[src/rtl/mips_pkg.sv]
// Shared constants and bus payload types for the MIPS instruction-fetch front end.
package mips_pkg;

  localparam int unsigned IM_ADDR_W        = 10;
  localparam int unsigned XLEN             = 32;
  localparam logic [31:0] RESET_PC_DEFAULT = 32'h0000_0000;
  localparam logic [31:0] NOP_INST         = 32'h0000_0000;

  // One buffered fetch result as seen by the IF/ID register.
  typedef struct packed {
    logic [XLEN-1:0] inst;
    logic [XLEN-1:0] pc4;
  } fetch_entry_t;

endpackage

[src/rtl/fetch_fifo.sv]
// Synchronous FIFO of fetch entries with a flush that discards all contents.
module fetch_fifo
  import mips_pkg::*;
#(
  parameter int unsigned DEPTH = 4
) (
  input  logic                         clk,
  input  logic                         rst,
  input  logic                         flush,
  input  logic                         push,
  input  fetch_entry_t                 push_data,
  input  logic                         pop,
  output fetch_entry_t                 head,
  output logic                         full,
  output logic                         empty,
  output logic [$clog2(DEPTH+1)-1:0]   count
);

  localparam int unsigned PTR_W = $clog2(DEPTH);
  localparam int unsigned CNT_W = $clog2(DEPTH+1);

  fetch_entry_t     mem_q [DEPTH];
  logic [PTR_W-1:0] rd_ptr;
  logic [PTR_W-1:0] wr_ptr;
  logic             push_ok;
  logic             pop_ok;

  assign full    = (count == CNT_W'(DEPTH));
  assign empty   = (count == '0);
  assign pop_ok  = pop & ~empty;
  // A push into a full queue is only legal when the head leaves in the same cycle.
  assign push_ok = push & (~full | pop_ok);
  assign head    = mem_q[rd_ptr];

  always_ff @(posedge clk or posedge rst) begin
    if (rst) begin
      rd_ptr <= '0;
      wr_ptr <= '0;
      count  <= '0;
    end else if (flush) begin
      rd_ptr <= '0;
      wr_ptr <= '0;
      count  <= '0;
    end else begin
      if (push_ok) wr_ptr <= wr_ptr + PTR_W'(1);
      if (pop_ok)  rd_ptr <= rd_ptr + PTR_W'(1);
      count <= count + CNT_W'(push_ok) - CNT_W'(pop_ok);
    end
  end

  always_ff @(posedge clk) begin
    if (push_ok && !flush) mem_q[wr_ptr] <= push_data;
  end

endmodule

[src/rtl/if_prefetch_unit.sv]
// Instruction-fetch front end: owns the PC, issues in-order memory requests and
// queues returned words for the IF/ID register, flushing on redirects.
module if_prefetch_unit
  import mips_pkg::*;
#(
  parameter int unsigned DEPTH    = 4,
  parameter logic [31:0] RESET_PC = RESET_PC_DEFAULT
) (
  input  logic                 clk,
  input  logic                 rst,
  input  logic                 fetch_en,
  output logic                 im_req,
  output logic [IM_ADDR_W-1:0] im_addr,
  input  logic                 im_gnt,
  input  logic                 im_rvalid,
  input  logic [31:0]          im_rdata,
  output logic                 out_valid,
  output logic [31:0]          out_inst,
  output logic [31:0]          out_pc4,
  input  logic                 out_ready,
  input  logic                 redirect_valid,
  input  logic [31:0]          redirect_pc
);

  localparam int unsigned CNT_W = $clog2(DEPTH+1);

  logic [31:0]      fetch_pc;
  logic [31:0]      resp_pc;
  logic [CNT_W-1:0] outstanding;
  logic [CNT_W-1:0] discard_cnt;
  logic [CNT_W-1:0] occupancy;
  logic [CNT_W:0]   in_use;
  logic [31:0]      redirect_tgt;
  logic             grant;
  logic             resp_keep;
  logic             pop;
  logic             fifo_full;
  logic             fifo_empty;
  fetch_entry_t     push_entry;
  fetch_entry_t     head;
  logic             unused_ok;

  assign redirect_tgt = {redirect_pc[31:2], 2'b00};
  assign in_use       = (CNT_W+1)'(occupancy) + (CNT_W+1)'(outstanding);

  // Queue slots plus in-flight requests never exceed DEPTH, so pushes cannot overflow.
  assign im_req    = ~rst & fetch_en & ~redirect_valid & (in_use < (CNT_W+1)'(DEPTH));
  assign im_addr   = fetch_pc[IM_ADDR_W+1:2];
  assign grant     = im_req & im_gnt;
  assign resp_keep = im_rvalid & (discard_cnt == '0) & ~redirect_valid;
  assign pop       = out_valid & out_ready & ~redirect_valid;

  assign push_entry = '{inst: im_rdata, pc4: resp_pc + 32'd4};

  assign out_valid = ~fifo_empty;
  assign out_inst  = out_valid ? head.inst : NOP_INST;
  assign out_pc4   = out_valid ? head.pc4  : 32'h0;
  assign unused_ok = ^{redirect_pc[1:0], fifo_full};

  // PC, response PC and request bookkeeping.
  always_ff @(posedge clk or posedge rst) begin
    if (rst) begin
      fetch_pc    <= RESET_PC;
      resp_pc     <= RESET_PC;
      outstanding <= '0;
      discard_cnt <= '0;
    end else if (redirect_valid) begin
      fetch_pc    <= redirect_tgt;
      resp_pc     <= redirect_tgt;
      outstanding <= outstanding - CNT_W'(im_rvalid);
      discard_cnt <= outstanding - CNT_W'(im_rvalid);
    end else begin
      if (grant)     fetch_pc <= fetch_pc + 32'd4;
      if (resp_keep) resp_pc  <= resp_pc + 32'd4;
      outstanding <= outstanding + CNT_W'(grant) - CNT_W'(im_rvalid);
      if (im_rvalid && discard_cnt != '0) discard_cnt <= discard_cnt - CNT_W'(1);
    end
  end

  fetch_fifo #(.DEPTH(DEPTH)) u_fifo (
    .clk       (clk),
    .rst       (rst),
    .flush     (redirect_valid),
    .push      (resp_keep),
    .push_data (push_entry),
    .pop       (pop),
    .head      (head),
    .full      (fifo_full),
    .empty     (fifo_empty),
    .count     (occupancy)
  );

  a_budget: assert property (@(posedge clk) disable iff (rst) in_use <= (CNT_W+1)'(DEPTH));
  a_discard: assert property (@(posedge clk) disable iff (rst) discard_cnt <= outstanding);
  a_rvalid: assert property (@(posedge clk) disable iff (rst) !(im_rvalid && outstanding == '0));

endmodule

[config.mk]
export PLATFORM = sky130hd
export DESIGN_NAME = if_prefetch_unit
export DESIGN_NICKNAME = d
export VERILOG_FILES = /design/src/rtl/mips_pkg.sv /design/src/rtl/fetch_fifo.sv /design/src/rtl/if_prefetch_unit.sv
export SDC_FILE = /design/constraint.sdc
export NUM_CORES = 1
export LEC_CHECK = 0
export ABC_AREA = 1
export CELL_PAD_IN_SITES_DETAIL_PLACEMENT = 0
export CELL_PAD_IN_SITES_GLOBAL_PLACEMENT = 1
export CORE_UTILIZATION = 35
export CTS_BUF_LIST = sky130_fd_sc_hd__clkbuf_2 sky130_fd_sc_hd__clkbuf_4 sky130_fd_sc_hd__clkbuf_8
export CTS_CLUSTER_DIAMETER = 200
export DETAILED_ROUTE_END_ITERATION = 8
export PLACE_DENSITY = 0.63
export SYNTH_ARGS = -nofsm -noshare
export SYNTH_HDL_FRONTEND = slang
export SYNTH_SLANG_ARGS = --single-unit
[constraint.sdc]
create_clock -name clk -period 7.5 [get_ports clk]
set_input_delay 1.125 -clock clk [delete_from_list [all_inputs] [get_ports clk]]
set_output_delay 1.125 -clock clk [all_outputs]
set_load 0.05 [all_outputs]
==> results of run 1 <==
==> sequential cells by signal (all words and copies together), names as in the netlist <==
register and count:
fetch_pc 10, resp_pc 30, u_fifo.count 3, u_fifo.mem_q 248, u_fifo.rd_ptr 2, u_fifo.wr_ptr 2
discard_cnt 3, outstanding 3
==> path summary, 6_finish.rpt <==
check	start	endpoint	depth (start not counted)
setup / recovery	u_fifo.rd_ptr[0]	out_pc4[11]	5
hold / removal	fetch_pc[3]	fetch_pc[3]	2
setup reg to reg	discard_cnt[0]	u_fifo.mem_q[3][49]	8
hold reg to reg	fetch_pc[3]	fetch_pc[3]	2
max in group asynchronous	rst	u_fifo.rd_ptr[0]	3
min in group asynchronous	rst	discard_cnt[0]	3
==> synthesized netlist by cell type, types with 4 or more instances <==
| cell type | count |
|---|---|
| edfxtp_1 | 248 |
| nor2_2 | 9 |
| clkbuf_1 | 32 |
| buf_2 | 20 |
| xor2_2 | 4 |
| xor2_1 | 10 |
| dfrtp_1 | 53 |
| nand2_2 | 7 |
| nand2_1 | 209 |
| nor3_1 | 4 |
| nand3_1 | 44 |
| xnor2_1 | 5 |
| nor2_1 | 299 |
| nor2_4 | 6 |
| a22o_1 | 5 |
| a21oi_1 | 67 |
| ha_1 | 16 |
| o21ai_0 | 150 |
| inv_1 | 76 |
| buf_1 | 5 |
==> cell families after synthesis <==
kind of cell	Yosys count
AO/OA/AOI/OAI	228
XOR/XNOR	19
adder cells (fa/ha/maj)	18
buffers and inverters	139
flip-flops	301
other	1
AND/OR/NAND/NOR	592
==> layout by cell type (no fill, tap or decap), types with 10 or more instances in the layout <==
master	count
dfrtp_1	51
inv_1	75
nor2_2	10
a21oi_1	67
nand2_1	209
clkdlybuf4s50_1	142
buf_4	14
clkinv_1	11
clkbuf_4	16
nor2_4	10
xor2_1	10
ha_1	16
nor2_1	294
nand3_1	44
clkbuf_8	57
o21ai_0	150
edfxtp_1	248
==> per-layer routing <==
layer | up-vias | GRT usage (%) | part of all wire [%]
met1 | 4449 | 24.0 | 47
li1 | 4669 | - | -
met3 | 43 | 3.11 | 4.6
met4 | 0 | 4.74 | 1.7
met5 | - | 0 | 0
met2 | 196 | 28.3 | 47
==> power breakdown <==
part,switching (mW),total (mW),internal (mW),leakage [nW]
clock network,0.647,1.49,0.847,0.557
registers,0.119,2.07,1.95,2.89
logic,1.59,2.23,0.647,2.66
==> worst register-to-register path: stages, from the launching register on <==
cell and delay [ns]:
dfrtp_1 0.37, inv_1 0.10, ha_1 0.17, nand3_1 0.13, nor2_2 0.10, buf_4 0.36, nand2_1 0.36, nor2_4 0.15
buf_4 0.80
==> area by class of cell <==
cell class	count	area share, %
well taps	511	3.90
clock buffers	73	5.52
flip-flops and latches	301	53.5
inverters	80	1.86
repair buffers	156	9.31
multi-input cells	859	24.9
clock inverters	22	0.969
==> summary.txt, run 1 <==
Run status = complete, no violations
Synth top area cells = edfxtp_1, dfrtp_1, nor2_1
Die Width = 197 um
CTS resizes = 0
Leak pwr = 6.10 nW
Wire length of the first global-routing pass = 51,700 um
Clk_skew = 0.0221 ns
Post-synthesis area per instance = 10.3 um2
Initial antenna violation count = 0
Root cell of the clock tree = clkbuf_8
Post-synth EDFFs = 248
Final hold vios = 0
Largest area contributor in the netlist = edfxtp_1
Gr usage total = 17.4%
CP max stage cell = clkdlybuf4s50_1
CTS HTree Levels = 2
DP Cell Count = 1,907
Overall Power = 5.80 mW
Place WS = 2.82 ns
Max Cap Violations = 0
Synthesized flop and latch total = 301
DR pass1 iterations = 5
RSZ-0062 raised after global routing = false
Crit path DAT = 3.96 ns
R2R Setup Slk = 4.51 ns
CTS clock-pin slew for the worst setup and hold paths = 0.06 ns
Antenna Cells = 0
CP Capture Type = output port
Detail Route Antenna Nets = 0
Top cell type's share of synthesized area = 55.7%
Share of layout cells above drive strength 1 = 9.66%
Cells along the critical path = inv_2 -> buf_4 -> o21ai_0 -> a21oi_1 -> clkdlybuf4s50_1
CTS Buffer Depth = 3
Area Overhead vs Synth = 22.6%
Min cycle time layout = 5.08 ns
DP HPWL = 19,600 um
Hold WC Path Type = reg -> reg
Relative slew slack = 30.8%
Global route overflow = 0
# nets final = 1,538
Synth warn = 0
Final WL = 33,500 um
Synth Cell Area = 0.0134 mm2
Post-layout util = 43.5%
Synth Area in Compound Gates = 8.76%
Post-route DRC = 0
Num CTS Buffers = 51
Hold WS = 0.553 ns
Routed len/inst = 16.7 um
Slew of the pin with the lowest slew margin = 1.04 ns
Clk sink count = 301
Design area = 0.0164 mm2
Setup TNS = 0 ns
Postcts setup bufs = 0
Core area = 0.0377 mm2
Startpoint Class = flip-flop
Tcrit/Tclk final = 67.7%
Synth Area in Simple Gates = 18.2%
CP Buf/Inv Count = 3
CTS tree = done
Final slew viol count = 0
I/O Buffers = 142
Vias in the first global route = 9,162
# fillers = 3,634
Family with the most delay on the worst path = buffers and inverters
Largest family of logic cells by synthesized area = simple AND/OR/NAND/NOR gates
Yosys cell types = 39
Drt via density = 4.67
Setup ws final = 2.42 ns
Critical Path RT = 6.38 ns
Worst-skew pair later-pin latency = 0.59 ns
Final setup fails = 0
# rows = 71
Slowest stage delay, CP = 0.85 ns
Die Area = 0.0390 mm2
Iter 0 DRT Violations = 392
Adder-Cell Fraction of Synth Area = 1.80%
Max Clock Freq = 197 MHz
Total number of vias = 9,357
Post-synth top flop = edfxtp_1
Multi-input logic area = 0.00408 mm2
Synth Instances = 1,298
GPL Wtd Cong = 0.797
Ys async rst share = 17.6%
Sequential area share after synthesis = 65.6%
Largest net degree at the start of global routing = 101
Final non-filler cell total = 2,002
Starting Density = 35.5%
Worst setup path class = reg -> out
Post-Synth XOR/XNOR Area = 1.47%
Hold_buf cts = 0
Register area = 0.00878 mm2
Die height = 197 um
Cell area after placement = 0.0153 mm2
Mux contribution to synthesized area = 0%
Maximum fanout along the worst path = 100
Worst VDD drop = 0.000221 V
I/O Pins = 147
Pwr Density = 354 mW/mm2
(Power assumes the default switching activity.)
==> inputs of run 2 (changes only) <==
--- a/config.mk
+++ b/config.mk
@@ -12,7 +12,7 @@
 export CTS_BUF_LIST = sky130_fd_sc_hd__clkbuf_2 sky130_fd_sc_hd__clkbuf_4 sky130_fd_sc_hd__clkbuf_8
 export CTS_CLUSTER_DIAMETER = 200
 export DETAILED_ROUTE_END_ITERATION = 8
-export PLACE_DENSITY = 0.63
+export PLACE_DENSITY = 0.66
 export SYNTH_ARGS = -nofsm -noshare
 export SYNTH_HDL_FRONTEND = slang
 export SYNTH_SLANG_ARGS = --single-unit
==> constraint.sdc (replaced) <==
create_clock -name clk -period 4.5 [get_ports clk]
set_input_delay 0.675 -clock clk [delete_from_list [all_inputs] [get_ports clk]]
set_output_delay 0.675 -clock clk [all_outputs]
set_load 0.05 [all_outputs]
==> run 2 against run 1 <==
Non-clock buffer count up 4. First-iteration DRC count grew 11%. Final cell count fell by 0.15%. Global-route usage fell by 0.43 points. Final area increased by 0.77%. Critical path depth unchanged. Critical endpoint is now out_pc4[22]. Largest cell class unchanged.
==> summary.txt, run 2 (synthesized netlist as in run 1, its figures left out) <==
DR top layer = met4
Global route overflow = 0 (unchanged)
Worst setup path class = reg -> out
Slowest stage delay, CP = 0.87 ns (+0.02 ns)
Total number of vias = 9,348 (-0.096%)
Worst-skew pair later-pin latency = 0.59 ns (about the same)
Max FFs per register = 248 (unchanged)
Starting Density = 35.5% (unchanged)
Met3 WL = 1720 um (+12%)
Final WL = 32,800 um (-2.2%)
Pwr Density = 590 mW/mm2 (+67%)
GPL Wtd Cong = 0.805 (+0.95%)
Final setup fails = 0 (unchanged)
Maximum fanout along the worst path = 53 (-47%)
Num CTS Buffers = 52 (+2.0%)
Detail Route Antenna Nets = 0 (unchanged)
Slew of the pin with the lowest slew margin = 0.735 ns (-0.303 ns)
Critical Path RT = 3.83 ns (-2.55 ns)
Die height = 197 um (unchanged)
Hold WC Path Type = reg -> reg
Clk_skew = 0.0263 ns (+0.00420 ns)
Leak pwr = 6.16 nW (+0.92%)
CTS tree = done
Initial antenna violation count = 0 (unchanged)
Core area = 0.0377 mm2 (unchanged)
Largest net degree at the start of global routing = 85 (-16%)
Gr usage total = 17.0% (-0.43 points)
Iter 0 DRT Violations = 437 (+11%)
Register area = 0.00878 mm2 (unchanged)
Share of layout cells above drive strength 1 = 10.0% (+0.36 points)
Family with the most delay on the worst path = buffers and inverters
Area Overhead vs Synth = 23.5%
Clk sink count = 301 (unchanged)
DR pass1 iterations = 5 (unchanged)
Antenna Cells = 0 (unchanged)
Worst VDD drop = 0.000231 V (+4.5%)
Die Area = 0.0390 mm2 (unchanged)
# rows = 71 (unchanged)
Multi-input logic area = 0.00408 mm2 (unchanged)
CP max stage cell = clkdlybuf4s50_1
Leading cell type in the layout, fill and taps excluded = nor2_1
CTS clock-pin slew for the worst setup and hold paths = 0.06 ns (about the same)
Post-route DRC = 0 (unchanged)
Vias in the first global route = 9,107 (-0.60%)
Drt via density = 4.68 (about the same)
Final hold vios = 0 (unchanged)
CTS Buffer Depth = 3 (unchanged)
Overall Power = 9.75 mW (+68%)
Min cycle time layout = 4.04 ns
I/O Pins = 147 (unchanged)
Postcts setup bufs = 0 (unchanged)
I/O Buffers = 142 (unchanged)
Hold_buf cts = 0 (unchanged)
Setup ws final = 0.457 ns (-1.96 ns)
CP Buf/Inv Count = 3 (unchanged)
Max Cap Violations = 0 (unchanged)
Tcrit/Tclk final = 89.8%
DP HPWL = 20,200 um (+3.0%)
Place WS = 0.971 ns (-1.85 ns)
Most frequent cells in the layout = nor2_1, edfxtp_1, nand2_1, o21ai_0, clkdlybuf4s50_1
Final slew viol count = 0 (unchanged)
Startpoint Class = flip-flop
Routed len/inst = 16.4 um (-2.0%)
Met2 WL post-DR = 15,200 um (-3.4%)
Largest registers = u_fifo.mem_q (248), resp_pc (30), fetch_pc (10)
CTS resizes = 0 (unchanged)
# fillers = 3,660 (+0.72%)
Top reg by flops = u_fifo.mem_q
Run status = complete, no violations
CTS HTree Levels = 2 (unchanged)
Wire length of the first global-routing pass = 50,800 um (-1.8%)
RSZ-0062 raised after global routing = false
Setup TNS = 0 ns (unchanged)
Crit path DAT = 3.37 ns (-0.59 ns)
Root cell of the clock tree = clkbuf_8
Max Clock Freq = 247 MHz
Post-Route M1 WL = 15,200 um (-2.9%)
Cells along the critical path = inv_2 -> buf_12 -> o21ai_0 -> a21oi_1 -> clkdlybuf4s50_1
# nets final = 1,543 (+0.33%)
Die Width = 197 um (unchanged)
CP Capture Type = output port
Relative slew slack = 51.0% (+20 points)
-- run 2: stage by stage --
step           hold slack, ns  instances  cell area [um2]  utilization [%]
2_1_floorplan           0.522       1299            13400                -
3_3_place_gp            0.525       1911            15500             41.1
3_5_place_dp            0.540       1911            15500             41.1
4_1_cts                 0.557       1999            16500             43.9
5_1_grt                 0.600       1999            16500             43.9
6_report                0.561       1999            16500             43.9
-- run 2: path summary, 6_finish.rpt --
| check | start | to | slack, ns | cells past startpoint |
|---|---|---|---|---|
| worst max register to register | u_fifo.count[1] | outstanding[2] | 1.71 | 12 |
| worst max-delay path | u_fifo.rd_ptr[0] | out_pc4[22] | 0.46 | 5 |
| worst min-delay path | fetch_pc[3] | fetch_pc[3] | 0.56 | 2 |
| min in group asynchronous | rst | u_fifo.count[2] | 0.66 | 3 |
| worst min register to register | fetch_pc[3] | fetch_pc[3] | 0.56 | 2 |
| max in group asynchronous | rst | u_fifo.rd_ptr[0] | 3.29 | 3 |
-- run 2: routing by layer --
layer  up-vias  track usage, %
met5         -               0
met4         0            5.14
met3        52            3.41
met2       202            27.9
met1      4419            22.7
li1       4675               -
-- run 2: cell type report --
| type | count | share of cell area, % |
|---|---|---|
| inverter | 80 | 1.84 |
| multi-input combinational | 859 | 24.7 |
| timing repair buffer | 160 | 10.2 |
| clock buffer | 68 | 5.21 |
| tap | 511 | 3.87 |
| clock inverter | 20 | 1.01 |
| sequential | 301 | 53.1 |
-- run 2: power by group --
group / switching [mW] / internal, mW
Combinational: 2.68 / 1.16
Clock: 1.08 / 1.41
Sequential: 0.182 / 3.25
-- run 2: worst min-delay path: stages (launching register included) --
cell	delay, ns
dfrtp_1	0.41
nand2_1	0.07
nand2_1	0.06
